<file path="config.mk">
export PLATFORM = sky130hd
export DESIGN_NAME = pll_reset_sequencer
export DESIGN_NICKNAME = d
export VERILOG_FILES = /design/src/rtl/pll_reset_sequencer.sv
export SDC_FILE = /design/constraint.sdc
export NUM_CORES = 1
export LEC_CHECK = 0
export CAP_MARGIN = 10
export CORE_ASPECT_RATIO = 0.8
export CORE_MARGIN = 2
export CORE_UTILIZATION = 62
export DETAILED_ROUTE_END_ITERATION = 12
export GPL_TIMING_DRIVEN = 0
export HOLD_SLACK_MARGIN = 0.1
export PLACE_DENSITY = 0.83
export SYNTH_ARGS = -nofsm -noshare
export SYNTH_HDL_FRONTEND = slang
export SYNTH_SLANG_ARGS = --single-unit
</file>
<file path="constraint.sdc">
create_clock -name CLK -period 3.9 [get_ports CLK]
set_input_delay 0.585 -clock CLK [delete_from_list [all_inputs] [get_ports CLK]]
set_output_delay 0.585 -clock CLK [all_outputs]
set_load 0.1 [all_outputs]
</file>
<file path="src/rtl/pll_reset_sequencer.sv">
// ---------------------------------------------------------------------------
// pll_reset_sequencer
//
// Generates the synchronous system reset from the PLL lock flag. The block
// synchronizes locked_in, waits for lock to be stable for LOCK_STABLE_CYCLES,
// holds reset for RESET_HOLD_CYCLES more, then releases sys_resetn. Losing
// lock re-asserts reset. Lock losses seen while running are counted. A
// sticky timeout flag is raised if lock is not seen for LOCK_TIMEOUT_CYCLES.
//
// Runs on the free-running PLL reference clock.
//
// Ports
//   CLK              in   PLL reference clock (only clock)
//   resetn           in   asynchronous active-low reset
//   locked_in        in   PLL lock flag, asynchronous to CLK
//   clear_count      in   synchronous clear of lock_loss_count
//   sys_resetn       out  registered active-low system reset
//   ready            out  registered, high only in RUN
//   timeout          out  sticky lock-timeout flag
//   lock_loss_count  out  saturating count of lock losses seen in RUN
//   state            out  current FSM state (encoding below)
//
// state      | meaning
// -----------+----------------------------------------------------------
// WAIT_LOCK  | waiting for synchronized lock; timeout timer runs here
// STABLE     | lock seen, checking it stays up for LOCK_STABLE_CYCLES
// HOLD       | lock confirmed, keeping reset low for RESET_HOLD_CYCLES
// RUN        | system reset released; any lock drop is a counted loss
// ---------------------------------------------------------------------------
module pll_reset_sequencer #(
  parameter int unsigned SYNC_STAGES         = 2,
  parameter int unsigned LOCK_STABLE_CYCLES  = 1024,
  parameter int unsigned RESET_HOLD_CYCLES   = 16,
  parameter int unsigned LOCK_TIMEOUT_CYCLES = 1000000
) (
  input  logic       CLK,
  input  logic       resetn,
  input  logic       locked_in,
  input  logic       clear_count,
  output logic       sys_resetn,
  output logic       ready,
  output logic       timeout,
  output logic [7:0] lock_loss_count,
  output logic [1:0] state
);

  typedef enum logic [1:0] {
    ST_WAIT_LOCK = 2'd0,
    ST_STABLE    = 2'd1,
    ST_HOLD      = 2'd2,
    ST_RUN       = 2'd3
  } state_e;

  // Terminal-count values for the shared counter. TIMEOUT_LAST wraps when
  // the timeout is disabled, so it is only used behind TIMEOUT_EN.
  localparam logic [31:0] STABLE_LAST  = 32'(LOCK_STABLE_CYCLES - 1);
  localparam logic [31:0] HOLD_LAST    = 32'(RESET_HOLD_CYCLES - 1);
  localparam logic [31:0] TIMEOUT_MAX  = 32'(LOCK_TIMEOUT_CYCLES);
  localparam logic [31:0] TIMEOUT_LAST = 32'(LOCK_TIMEOUT_CYCLES - 1);
  localparam logic        TIMEOUT_EN   = (LOCK_TIMEOUT_CYCLES != 0);

  logic [SYNC_STAGES-1:0] sync_q;
  logic                   lock_s;

  state_e      state_q, state_d;
  logic [31:0] cnt_q, cnt_d;
  logic        timeout_q, timeout_d;
  logic [7:0]  loss_cnt_q, loss_cnt_d;
  logic        sys_resetn_q, ready_q;
  logic        lock_lost;

  // Lock synchronizer; only the last stage is used by the FSM.
  always_ff @(posedge CLK or negedge resetn) begin
    if (!resetn) begin
      sync_q <= '0;
    end else begin
      sync_q <= {sync_q[SYNC_STAGES-2:0], locked_in};
    end
  end

  assign lock_s = sync_q[SYNC_STAGES-1];

  always_ff @(posedge CLK or negedge resetn) begin
    if (!resetn) begin
      state_q      <= ST_WAIT_LOCK;
      cnt_q        <= '0;
      timeout_q    <= 1'b0;
      loss_cnt_q   <= '0;
      sys_resetn_q <= 1'b0;
      ready_q      <= 1'b0;
    end else begin
      state_q      <= state_d;
      cnt_q        <= cnt_d;
      timeout_q    <= timeout_d;
      loss_cnt_q   <= loss_cnt_d;
      // Decoded from the next state so the outputs line up with state == RUN.
      sys_resetn_q <= (state_d == ST_RUN);
      ready_q      <= (state_d == ST_RUN);
    end
  end

  always_comb begin
    state_d   = state_q;
    cnt_d     = cnt_q;
    timeout_d = timeout_q;
    lock_lost = 1'b0;

    unique case (state_q)
      ST_WAIT_LOCK: begin
        if (lock_s) begin
          state_d = ST_STABLE;
          cnt_d   = '0;
        end else begin
          // Saturating: the counter never passes the timeout value, so an
          // equality test is enough (and stays at 0 when disabled).
          if (cnt_q != TIMEOUT_MAX) begin
            cnt_d = cnt_q + 32'd1;
          end
          if (TIMEOUT_EN && (cnt_q == TIMEOUT_LAST)) begin
            timeout_d = 1'b1;
          end
        end
      end

      ST_STABLE: begin
        if (!lock_s) begin
          state_d = ST_WAIT_LOCK;
          cnt_d   = '0;
        end else if (cnt_q == STABLE_LAST) begin
          state_d = ST_HOLD;
          cnt_d   = '0;
        end else begin
          cnt_d = cnt_q + 32'd1;
        end
      end

      ST_HOLD: begin
        if (!lock_s) begin
          state_d = ST_WAIT_LOCK;
          cnt_d   = '0;
        end else if (cnt_q == HOLD_LAST) begin
          state_d = ST_RUN;
          cnt_d   = '0;
        end else begin
          cnt_d = cnt_q + 32'd1;
        end
      end

      ST_RUN: begin
        if (!lock_s) begin
          state_d   = ST_WAIT_LOCK;
          cnt_d     = '0;
          lock_lost = 1'b1;
        end
      end

      default: begin
        state_d = ST_WAIT_LOCK;
        cnt_d   = '0;
      end
    endcase
  end

  // A loss in the same cycle as a clear leaves a count of one, so no loss
  // is dropped by a software clear racing the event.
  always_comb begin
    loss_cnt_d = loss_cnt_q;
    if (clear_count) begin
      loss_cnt_d = lock_lost ? 8'd1 : 8'd0;
    end else if (lock_lost && (loss_cnt_q != 8'hFF)) begin
      loss_cnt_d = loss_cnt_q + 8'd1;
    end
  end

  assign sys_resetn      = sys_resetn_q;
  assign ready           = ready_q;
  assign timeout         = timeout_q;
  assign lock_loss_count = loss_cnt_q;
  assign state           = state_q;

endmodule
</file>
* Word-level counts from Yosys, hierarchy flattened
Index checks and enable logic that the tools add are counted.
** Cells by class
- Equal/unequal tests :: 11
- Reduce and logical (&&, ||, !) cells :: 5
- Mux-type cells :: 20
- $lt $le $gt $ge :: 0
- Bitwise logic cells :: 1
- $mul :: 0
- Divide/modulo/power cells :: 0
- $add $sub $neg :: 2
- Shift operators :: 0
** Operators with widths (count)
- $mux W32 :: 7
- $pmux W32 S4 :: 1
- $add A32 B1 Y32 const B :: 1
- $eq A32 B10 Y1 const B :: 1
- $eq A32 B20 Y1 const B :: 1
- $eq A32 B4 Y1 const B :: 1
- $ne A32 B20 Y1 const B :: 1
- $mux W8 :: 2
- $mux W2 :: 6
- $add A8 B1 Y8 const B :: 1
- $ne A8 B8 Y1 const B :: 1
- $pmux W2 S4 :: 1
- $eq A2 B2 Y1 const B :: 3
- $mux W1 :: 3
- $ne A3 B3 Y1 const B :: 1
- $reduce_and A3 Y1 :: 1
- $eq A2 B1 Y1 const B :: 1
- $logic_not A2 Y1 :: 1
- $ne A2 B2 Y1 const B :: 1
- $reduce_and A2 Y1 :: 1
- $reduce_bool A2 Y1 :: 1
- $logic_and A1 B1 Y1 :: 1
- $not A1 Y1 :: 1
** Storage, ports and cells
- Memories kept :: 0
- RAM bits :: 0
- Word-level logic and storage cells :: 45
- ROM bits :: 0
- Bits in registers :: 46
- Bits in latches :: 0
- Input bits :: 4
- Output and inout bits :: 13

* Depth between registers and ports, before layout
Gate-level depths: netlist (run 1).
- Depth after elaboration :: 5
- Mapped depth :: 9
- Mapped depth without buffers :: 7

* Worst setup path before layout (run 1)
Ideal clock, no wire load.
- Kind :: register to register
- Start :: reg state_q[1], in the netlist state[1]
- End :: reg cnt_q[4]
- Buffers on the path :: 3
- Data arrival time :: 2.580 ns
- Cell stages (with the launch flop) :: 10
- Library setup time :: 0.095 ns
- Clock period less this slack :: 2.676 ns
- Path slack :: 1.224 ns
- Required time :: 3.805 ns
- Path through :: dfrtp_1 clkbuf_1 nor3_1 nand4b_1 nor4b_1 a32o_1 buf_2 clkbuf_1 o21ai_0 o31ai_1
** On the way
- Longest elaborated chain between the ends :: 3
- Elaborated cells between the ends (all ways) :: 8
- Those cells by class :: 5 x eq/ne; 1 x mux; 2 x reduce/logical
** Ends and longest elaborated chain
- start: declaration :: line 65 : state_e state_q, state_d;
- start signal: assignment :: line 92 : state_q <= state_d;
- $eq A2 B2 Y1 / $logic_not A2 Y1 (equally long branches) :: line 108 : unique case (state_q)
- $ne A2 B2 Y1 (no source line) / $ne A3 B3 Y1 (equally long branches)
- $reduce_and A2 Y1 (no source line)
- end signal: assignment :: line 93 : cnt_q <= cnt_d;
- end: declaration :: line 66 : logic [31:0] cnt_q, cnt_d;
Several ways; a longest one is shown, not always the timed one.
A chain may end at the register's enable or synchronous reset.

* Worst setup path after layout (run 1)
- Start :: reg cnt_q[15]
- End :: reg cnt_q[4]
** On the way
- Longest elaborated chain between the ends :: 4
- Elaborated cells between the ends (all ways) :: 10
- Those cells by class :: 4 x eq/ne; 5 x mux; 1 x reduce/logical
** Ends and longest elaborated chain (line)
- $eq A32 B4 Y1 / $eq A32 B10 Y1 (equally long branches) :: 141, 129
- $mux W32 (on tied branches) :: 141, 129
- $mux W32 (on tied branches) :: 138, 126
- $pmux W32 S4 :: 108
Several ways; a longest one is shown, not always the timed one.

==> impl_summary.txt, run 1 <==
----------------------------------------------------
[Clock tree]
  Clock buffer count from CTS ... 5
  CTS clock-pin slew for the worst setup and hold paths ... roughly 0.090 ns
  Library cell used as clock root buffer ... sky130_fd_sc_hd__clkbuf_8
  Max Buffers Root-to-Sink ... 2
  TritonCTS clock tree ... yes
  Hold-fix buffers at CTS ... 0
  Source-to-sink clock delay at the later pin of the worst-skew pair ... between 0.2 and 0.3 ns
  H-tree levels ... 2
  Number of buffers added for setup after CTS ... 0
  Clock Sink Count ... 46
  Resize count post-CTS ... 0

[Routing]
  Remaining routing DRC violations ... 0
  Via density per instance ... 6.68
  Number of antenna-violating nets in the routed design ... 0
  Iteration-0 DRC Markers ... 268
  Average wire per cell in the routed design ... 17.7 µm
  Vias ... ~2500
  Number of optimization iterations in the first detailed-route pass ... 5
  Routed wire length ... about 6600 µm

[Synthesis]
  Yosys warning count ... 0
  Synthesis-stage register bit count ... 46
  Nets in the synthesized netlist ... 300
  Combined area of all synthesized cells ... 0.00263 mm²
  Fraction of the mapped netlist area in simple logic gates ... 27.3%
  Post-synth cell types ... 48
  Combinational family with the most area after synthesis ... simple AND/OR/NAND/NOR gates
  Share of synthesized registers carrying an async set or reset ... between 90% and 100%
  Fraction of the mapped netlist area in compound gates ... around 22%
  Number of cells produced by synthesis ... approximately 290
  Number of enable flip-flop cells after synthesis ... 0
  Xor/xnor share of the synthesized area ... less than 1%
  Post-synthesis average cell area ... ~9.0 µm²
  Fraction of the yosys area taken by sequential cells ... between 40 and 50%
  Most used flip-flop cell after synthesis ... sky130_fd_sc_hd__dfrtp_1
  Multiplexer fraction of the synthesized cell area ... 0%
  Adder-cell area share of the yosys netlist ... 1.43%

[Floorplanning]
  Starting density of the core ... 63.8%
  Rows ... 21
  Die Wd ... about 77 µm
  Vert. Die Dim ... about 62 µm
  I/O pin count ... 17
  Core footprint ... about 0.0041 mm²
  Total die area ... ~0.0048 mm²

[Power]
  Cell Pwr Density ... 278 mW/mm²
  Worst IR Drop VDD ... 0.200 mV
  Leakage power summed over all cells ... between 1 and 1.5 nW
  Power after layout ... approximately 0.00082 W

[Placed design]
  Number of port buffers ... 15
  HPWL after DPL ... 4790 µm
  Gp weighted congestion ... approximately 0.9

[Global routing]
  Global route total overflow ... 0
  Number of antenna violations at the first check in global routing ... 0
  Global-route wire length before repair ... ~12000 µm
  Via count of the first global-routing pass ... 2360
  Overall track demand over capacity in global routing ... roughly 30%
  Largest net degree at the start of global routing ... 36

[Final layout]
  Number of inserted diodes ... 0
  Proportion of layout cells with a drive suffix above 1 ... 6.65%
  Leading cell types in the layout, fill and taps excluded ... 46 x sky130_fd_sc_hd__dfrtp_1, 27 x sky130_fd_sc_hd__nand2_1, 23 x sky130_fd_sc_hd__nand3_1, 16 x sky130_fd_sc_hd__nor2_1, 14 x sky130_fd_sc_hd__clkdlybuf4s50_1
  Most frequent standard cell in the layout excluding fill and tap cells ... sky130_fd_sc_hd__dfrtp_1
  Fin nets ... ~320
  Layout Area Growth over Synthesis ... 12.0%
  Final cell utilization of the core ... between 70 and 80%

[Setup path]
  Crit end category ... register
  Slowest stage delay, CP ... 0.73 ns
  Crit path launch type ... register
  Data arrival at the endpoint of the critical path ... between 3 and 4 ns
  Crit path kind ... reg2reg
  Required @ worst endpoint ... a little over 4 ns
  Cells traversed along the worst timing path ... nor4_1 > nand4_1 > nor4b_1 > a32o_1 > buf_2 > clkbuf_1 > o21ai_0 > o31ai_1
  Slowest cell on crit path ... sky130_fd_sc_hd__nor4b_1
  Worst-path fanout max ... 10

[Timing]
  Worst-margin pin slew ... slightly above 1 ns
  Max Slew Vio Count ... 0
  Post-route worst hold slack ... approximately 0.16 ns
  Fin. Hold Viols ... 0
  Final count of negative-setup-slack endpoints ... 0
  Clock tree skew after final layout ... approximately 0.013 ns
  Fmax ... 323 MHz
  Crit share post-route ... roughly four fifths
  Unrepaired setup endpoints after global routing ... no
  Normalized max-slew margin ... between 30% and 40%
  Final total negative setup slack ... 0 ns
  Final min period ... 3.10 ns

[Outcome]
  Result of the run ... complete, no violations

[Run]
  Max_cap viols ... 0

[Min path]
  Worst hold path class ... in2async

----------------------------------------------------
power by group:
part / switching [W] / total [W] / internal (W)
registers: 0.00000523 / 0.000486 / 0.000481
clock network: 0.000148 / 0.000268 / 0.000120
logic: 0.0000453 / 0.0000657 / 0.0000205
Yosys cell counts, drive strengths merged (2+ instances only):
library cell,n,area share (%)
nand3,23,4.4
nor3,7,1.3
xor2,3,1.0
and4,4,1.3
and3,7,1.7
a31oi,3,0.71
a2bb2oi,2,0.67
a21o,5,1.4
or3,6,1.4
inv,10,1.4
o22ai,2,0.48
clkbuf,7,1.0
a21boi,3,0.86
o21ai,19,3.6
dfrtp,46,44
and2,5,1.2
nand2,27,3.9
nor2,16,2.3
nor4,9,2.4
ha,3,1.4
a21oi,8,1.5
or4,6,1.7
o31ai,9,2.6
o21a,2,0.57
a22o,9,3.0
nor2b,4,0.95
o311ai,6,2.0
a22oi,8,2.3
buf,10,2.2
nand3b,3,0.86
nand4,9,2.1
critical path: cells and delay by family (launching register included):
kind / cells / cell delay [ns]
simple gates: 3 / 1.38
buf+inv: 2 / 0.69
compound gates: 3 / 0.49
flops: 1 / 0.44
sequential cells by signal, indices dropped and copies added (netlist names):
register,flops
cnt_q,32
lock_loss_count,8
ready,1
state,2
sync_q,2
timeout,1
area by class of cell:
class                           instances  area [µm²]
Multi-Input combinational cell        220        1360
Fill cell                             320        1180
Sequential cell                        46        1150
Timing Repair Buffer                   16         165
Buffer                                 17        85.1
Tap cell                               57        71.3
Clock buffer                            5        68.8
Inverter                               10        37.5
Clock inverter                          2        10.0
metrics by stage:
step	area, µm²	std cells	setup slack [ns]
3_5_place_dp	2870	366	0.940
6_report	2950	373	0.802
5_1_grt	2950	373	0.638
4_1_cts	2950	373	0.900
2_1_floorplan	2630	293	1.22
3_3_place_gp	2850	365	0.917
per-layer routing:
layer	vias to the layer above	GRT usage (%)	routed length [µm]	share of wire (%)
li1	1164	-	-	-
met3	8	4.65	473	7.2
met4	0	7.95	70	1.1
met1	1225	46.6	3070	46
met5	-	0	0	0
met2	95	44.0	2990	45
cells by family (layout without fill, tap and decap cells):
logic type,after synthesis,after routing
XOR/XNOR,3,3
buffers and inverters,27,50
flip-flops,46,46
adder cells (fa/ha/maj),3,3
AND/OR/NAND/NOR,132,132
AO/OA/AOI/OAI,82,82
final timing paths:
kind / startpoint / end / cells after the start / slack (ns)
setup reg to reg: cnt_q[15]$_DFFE_PN0P_ / cnt_q[4]$_DFFE_PN0P_ / 8 / 0.80
min in group CLK: sync_q[0]$_DFF_PN0_ / sync_q[1]$_DFF_PN0_ / 0 / 0.35
max in group asynchronous: resetn / cnt_q[1]$_DFFE_PN0P_ / 2 / 3.27
hold / removal: resetn / cnt_q[25]$_DFFE_PN0P_ / 1 / 0.16
setup / recovery: cnt_q[15]$_DFFE_PN0P_ / cnt_q[4]$_DFFE_PN0P_ / 8 / 0.80
hold reg to reg: sync_q[0]$_DFF_PN0_ / sync_q[1]$_DFF_PN0_ / 0 / 0.35
Note: power is estimated with default switching activity, not from simulation.
==> run 2: changes to the inputs <==
CORE_UTILIZATION = 59   (was 62)
PLACE_DENSITY = 0.8   (was 0.83)
clock period = 3.18 ns   (was 3.9 ns; I/O delays follow)
==> impl_summary.txt, run 2 (same netlist as run 1, synthesis figures left out) <==
----------------------------------------------------
[Outcome]
  Result of the run ... complete, no violations

[Routing]
  Remaining routing DRC violations ... 0 (unchanged)
  Average wire per cell in the routed design ... 17.8 µm (+0.32%)
  Number of antenna-violating nets in the routed design ... 0 (unchanged)
  Iteration-0 DRC Markers ... 281 (+4.9%)
  Routed wire length ... 6640 µm (+0.59%)
  Via density per instance ... 6.57 (-1.7%)
  Vias ... 2456 (-1.4%)
  Number of optimization iterations in the first detailed-route pass ... 6 (+1)

[Power]
  Part of the power in combinational logic ... 7.5% (-0.5 points)
  Clock Power Share ... 38.3% (+5.6 points)
  Cell Pwr Density ... 367 mW/mm² (+32%)
  Leakage power summed over all cells ... 1.24 nW (+1.4%)
  Sequential fraction of design power ... 54.1% (-5.2 points)
  Internal power ... 0.000836 W (+34%)
  Net switching fraction of the power ... 24.0% (-0.16 points)
  Worst IR Drop VDD ... 0.309 mV (+55%)
  Psw ... 0.000265 W (+33%)

[Final layout]
  Layout Area Growth over Synthesis ... 13.9%
  Largest register FFs ... 32 (unchanged)
  Fin nets ... 323 (unchanged)
  Leading cell types in the layout, fill and taps excluded ... 46 x sky130_fd_sc_hd__dfrtp_1, 27 x sky130_fd_sc_hd__nand2_1, 23 x sky130_fd_sc_hd__nand3_1, 16 x sky130_fd_sc_hd__nor2_1, 14 x sky130_fd_sc_hd__clkdlybuf4s50_1
  Most frequent standard cell in the layout excluding fill and tap cells ... sky130_fd_sc_hd__dfrtp_1
  Proportion of layout cells with a drive suffix above 1 ... 7.57% (+0.93 points)
  Reg with most FFs ... cnt_q
  Number of inserted diodes ... 0 (unchanged)

[Setup path]
  Startpoint of the most critical setup path ... cnt_q[0]$_DFFE_PN0P_
  Data arrival at the endpoint of the critical path ... 3.06 ns (-0.24 ns)
  Crit end category ... register
  Reg2reg start ... cnt_q[0]$_DFFE_PN0P_
  Count of cells along the worst register-to-register path ... 9 (+1)
  Crit path kind ... reg2reg
  Worst r2r dst ... cnt_q[4]$_DFFE_PN0P_
  Crit path to ... cnt_q[4]$_DFFE_PN0P_
  Worst-path fanout max ... 10 (unchanged)
  Slack of the worst reg-to-reg path ... 0.32 ns (-0.48 ns)
  Required @ worst endpoint ... 3.38 ns (-0.72 ns)
  Crit path launch type ... register

[Floorplanning]
  Die Wd ... 78.7 µm (+2.4%)
  Core footprint ... 0.00423 mm² (+2.5%)
  Vert. Die Dim ... 63.7 µm (+2.3%)
  Starting density of the core ... 62.2% (-1.6 points)
  Total die area ... 0.00501 mm² (+4.8%)
  I/O pin count ... 17 (unchanged)
  Rows ... 21 (unchanged)

[Clock tree]
  Library cell used as clock root buffer ... sky130_fd_sc_hd__clkbuf_8
  Max Buffers Root-to-Sink ... 2 (unchanged)
  TritonCTS clock tree ... yes
  CTS clock-pin slew for the worst setup and hold paths ... 0.09 ns (about the same)
  Clock buffer count from CTS ... 5 (unchanged)
  Source-to-sink clock delay at the later pin of the worst-skew pair ... 0.30 ns (about the same)
  Clock Sink Count ... 46 (unchanged)
  Hold-fix buffers at CTS ... 0 (unchanged)
  H-tree levels ... 2 (unchanged)

[Placed design]
  Gp weighted congestion ... 0.828 (-7.4%)
  Pre-CTS setup slack ... 0.273 ns (-0.667 ns)
  HPWL after DPL ... 4600 µm (-3.9%)
  Number of port buffers ... 15 (unchanged)

[Global routing]
  Via count of the first global-routing pass ... 2317 (-1.8%)
  Global-route wire length before repair ... 11200 µm (-2.8%)
  Largest net degree at the start of global routing ... 25 (-31%)
  Overall track demand over capacity in global routing ... 28.6% (-1.5 points)
  Global route total overflow ... 0 (unchanged)
  Number of antenna violations at the first check in global routing ... 0 (unchanged)

[Timing]
  Normalized max-slew margin ... 34.5% (+3.8 points)
  Final WS setup ... 0.320 ns (-0.482 ns)
  Unrepaired setup endpoints after global routing ... no
  Clock tree skew after final layout ... 0.00336 ns (-0.00948 ns)
  Final min period ... 2.86 ns (-0.238 ns)
  Crit share post-route ... 89.9% (+11 points)
  Max Slew Vio Count ... 0 (unchanged)
  Worst-margin pin slew ... 0.979 ns (-0.0605 ns)
  Fin. Hold Viols ... 0 (unchanged)
  Final count of negative-setup-slack endpoints ... 0 (unchanged)
  Fmax ... 350 MHz (+8.3%)
  Final total negative setup slack ... 0 ns (unchanged)

[Run]
  Max_cap viols ... 0 (unchanged)

[Min path]
  Worst hold path class ... in2async

----------------------------------------------------
run 2: cell types whose count changed in the layout (fill, tap and decap cells not counted), sizes merged:
cell	previous run	this run
clkbuf	12	15
clkinv	2	0
run 2: worst min path at each step:
stage | startpoint | to | slack, ns
final | resetn | cnt_q[24]$_DFFE_PN0P_ | 0.16
after global routing | resetn | cnt_q[23]$_DFFE_PN0P_ | 0.20
after CTS | resetn | lock_loss_count[5]$_DFFE_PN0P_ | 0.18
after detailed placement | sync_q[0]$_DFF_PN0_ | sync_q[1]$_DFF_PN0_ | 0.35
after global placement | sync_q[0]$_DFF_PN0_ | sync_q[1]$_DFF_PN0_ | 0.33
after floorplan | resetn | cnt_q[0]$_DFFE_PN0P_ | 0.18
run 2: through the flow:
stage / total power [W] / instance area (µm²) / utilization (%) / hold WS [ns] / cells
2_1_floorplan: 0.000653 / 2630 / - / 0.181 / 293
6_report: 0.00110 / 3000 / 70.9 / 0.161 / 374
3_5_place_dp: 0.000689 / 2880 / 68.0 / 0.352 / 366
3_3_place_gp: 0.000683 / 2850 / 67.4 / 0.333 / 365
5_1_grt: 0.00114 / 3000 / 70.9 / 0.203 / 374
4_1_cts: 0.00110 / 2990 / 70.6 / 0.175 / 374
run 2: worst max-delay path: stages, from the launching register on:
cell and delay [ns]:
sky130_fd_sc_hd__dfrtp_1 0.44, sky130_fd_sc_hd__inv_1 0.09, sky130_fd_sc_hd__ha_1 0.15, sky130_fd_sc_hd__or4b_2 0.58, sky130_fd_sc_hd__nor4_1 0.35, sky130_fd_sc_hd__a32o_1 0.18, sky130_fd_sc_hd__buf_2 0.23, sky130_fd_sc_hd__clkbuf_1 0.46
sky130_fd_sc_hd__o21ai_0 0.18, sky130_fd_sc_hd__o31ai_1 0.11
run 2: metal layers:
metal | up-vias | share of wire, % | routed length (µm) | track usage (%)
met2 | 102 | 46 | 3090 | 43.4
met1 | 1189 | 47 | 3100 | 42.0
met3 | 8 | 5.8 | 387 | 4.66
met5 | - | 0 | 0 | 0
li1 | 1157 | - | - | -
met4 | 0 | 1.0 | 67 | 8.99
run 2: cell type report:
cell class              instances  area (µm²)
clock buffers                   8         110
plain buffers                  17        85.1
inverters                      10        37.5
fillers                       336        1230
well taps                      57        71.3
repair buffers                 16         173
flip-flops and latches         46        1150
multi-input cells             220        1370
run 2: power by group through the flow:
stage | Sequential (W) | Combinational [W] | Clock, W
floorplan | 0.000611 | 0.0000421 | 0
global placement | 0.000607 | 0.0000757 | 0
detailed placement | 0.000607 | 0.0000820 | 0
CTS | 0.000596 | 0.0000821 | 0.000421
global route | 0.000597 | 0.0000911 | 0.000447
finish | 0.000596 | 0.0000827 | 0.000422
run 2: timing repair:
action | in CTS | in global routing
buffers inserted | 0 | 0
resized for setup | 0 | 2
endpoints found under the setup margin | 0 | 3
==> run 3: changes to the inputs <==
CAP_MARGIN = 5   (was 10)
HOLD_SLACK_MARGIN = default   (was 0.1)
==> results of run 3 <==
Final layout, timing and power as in run 2 (identical DEF).
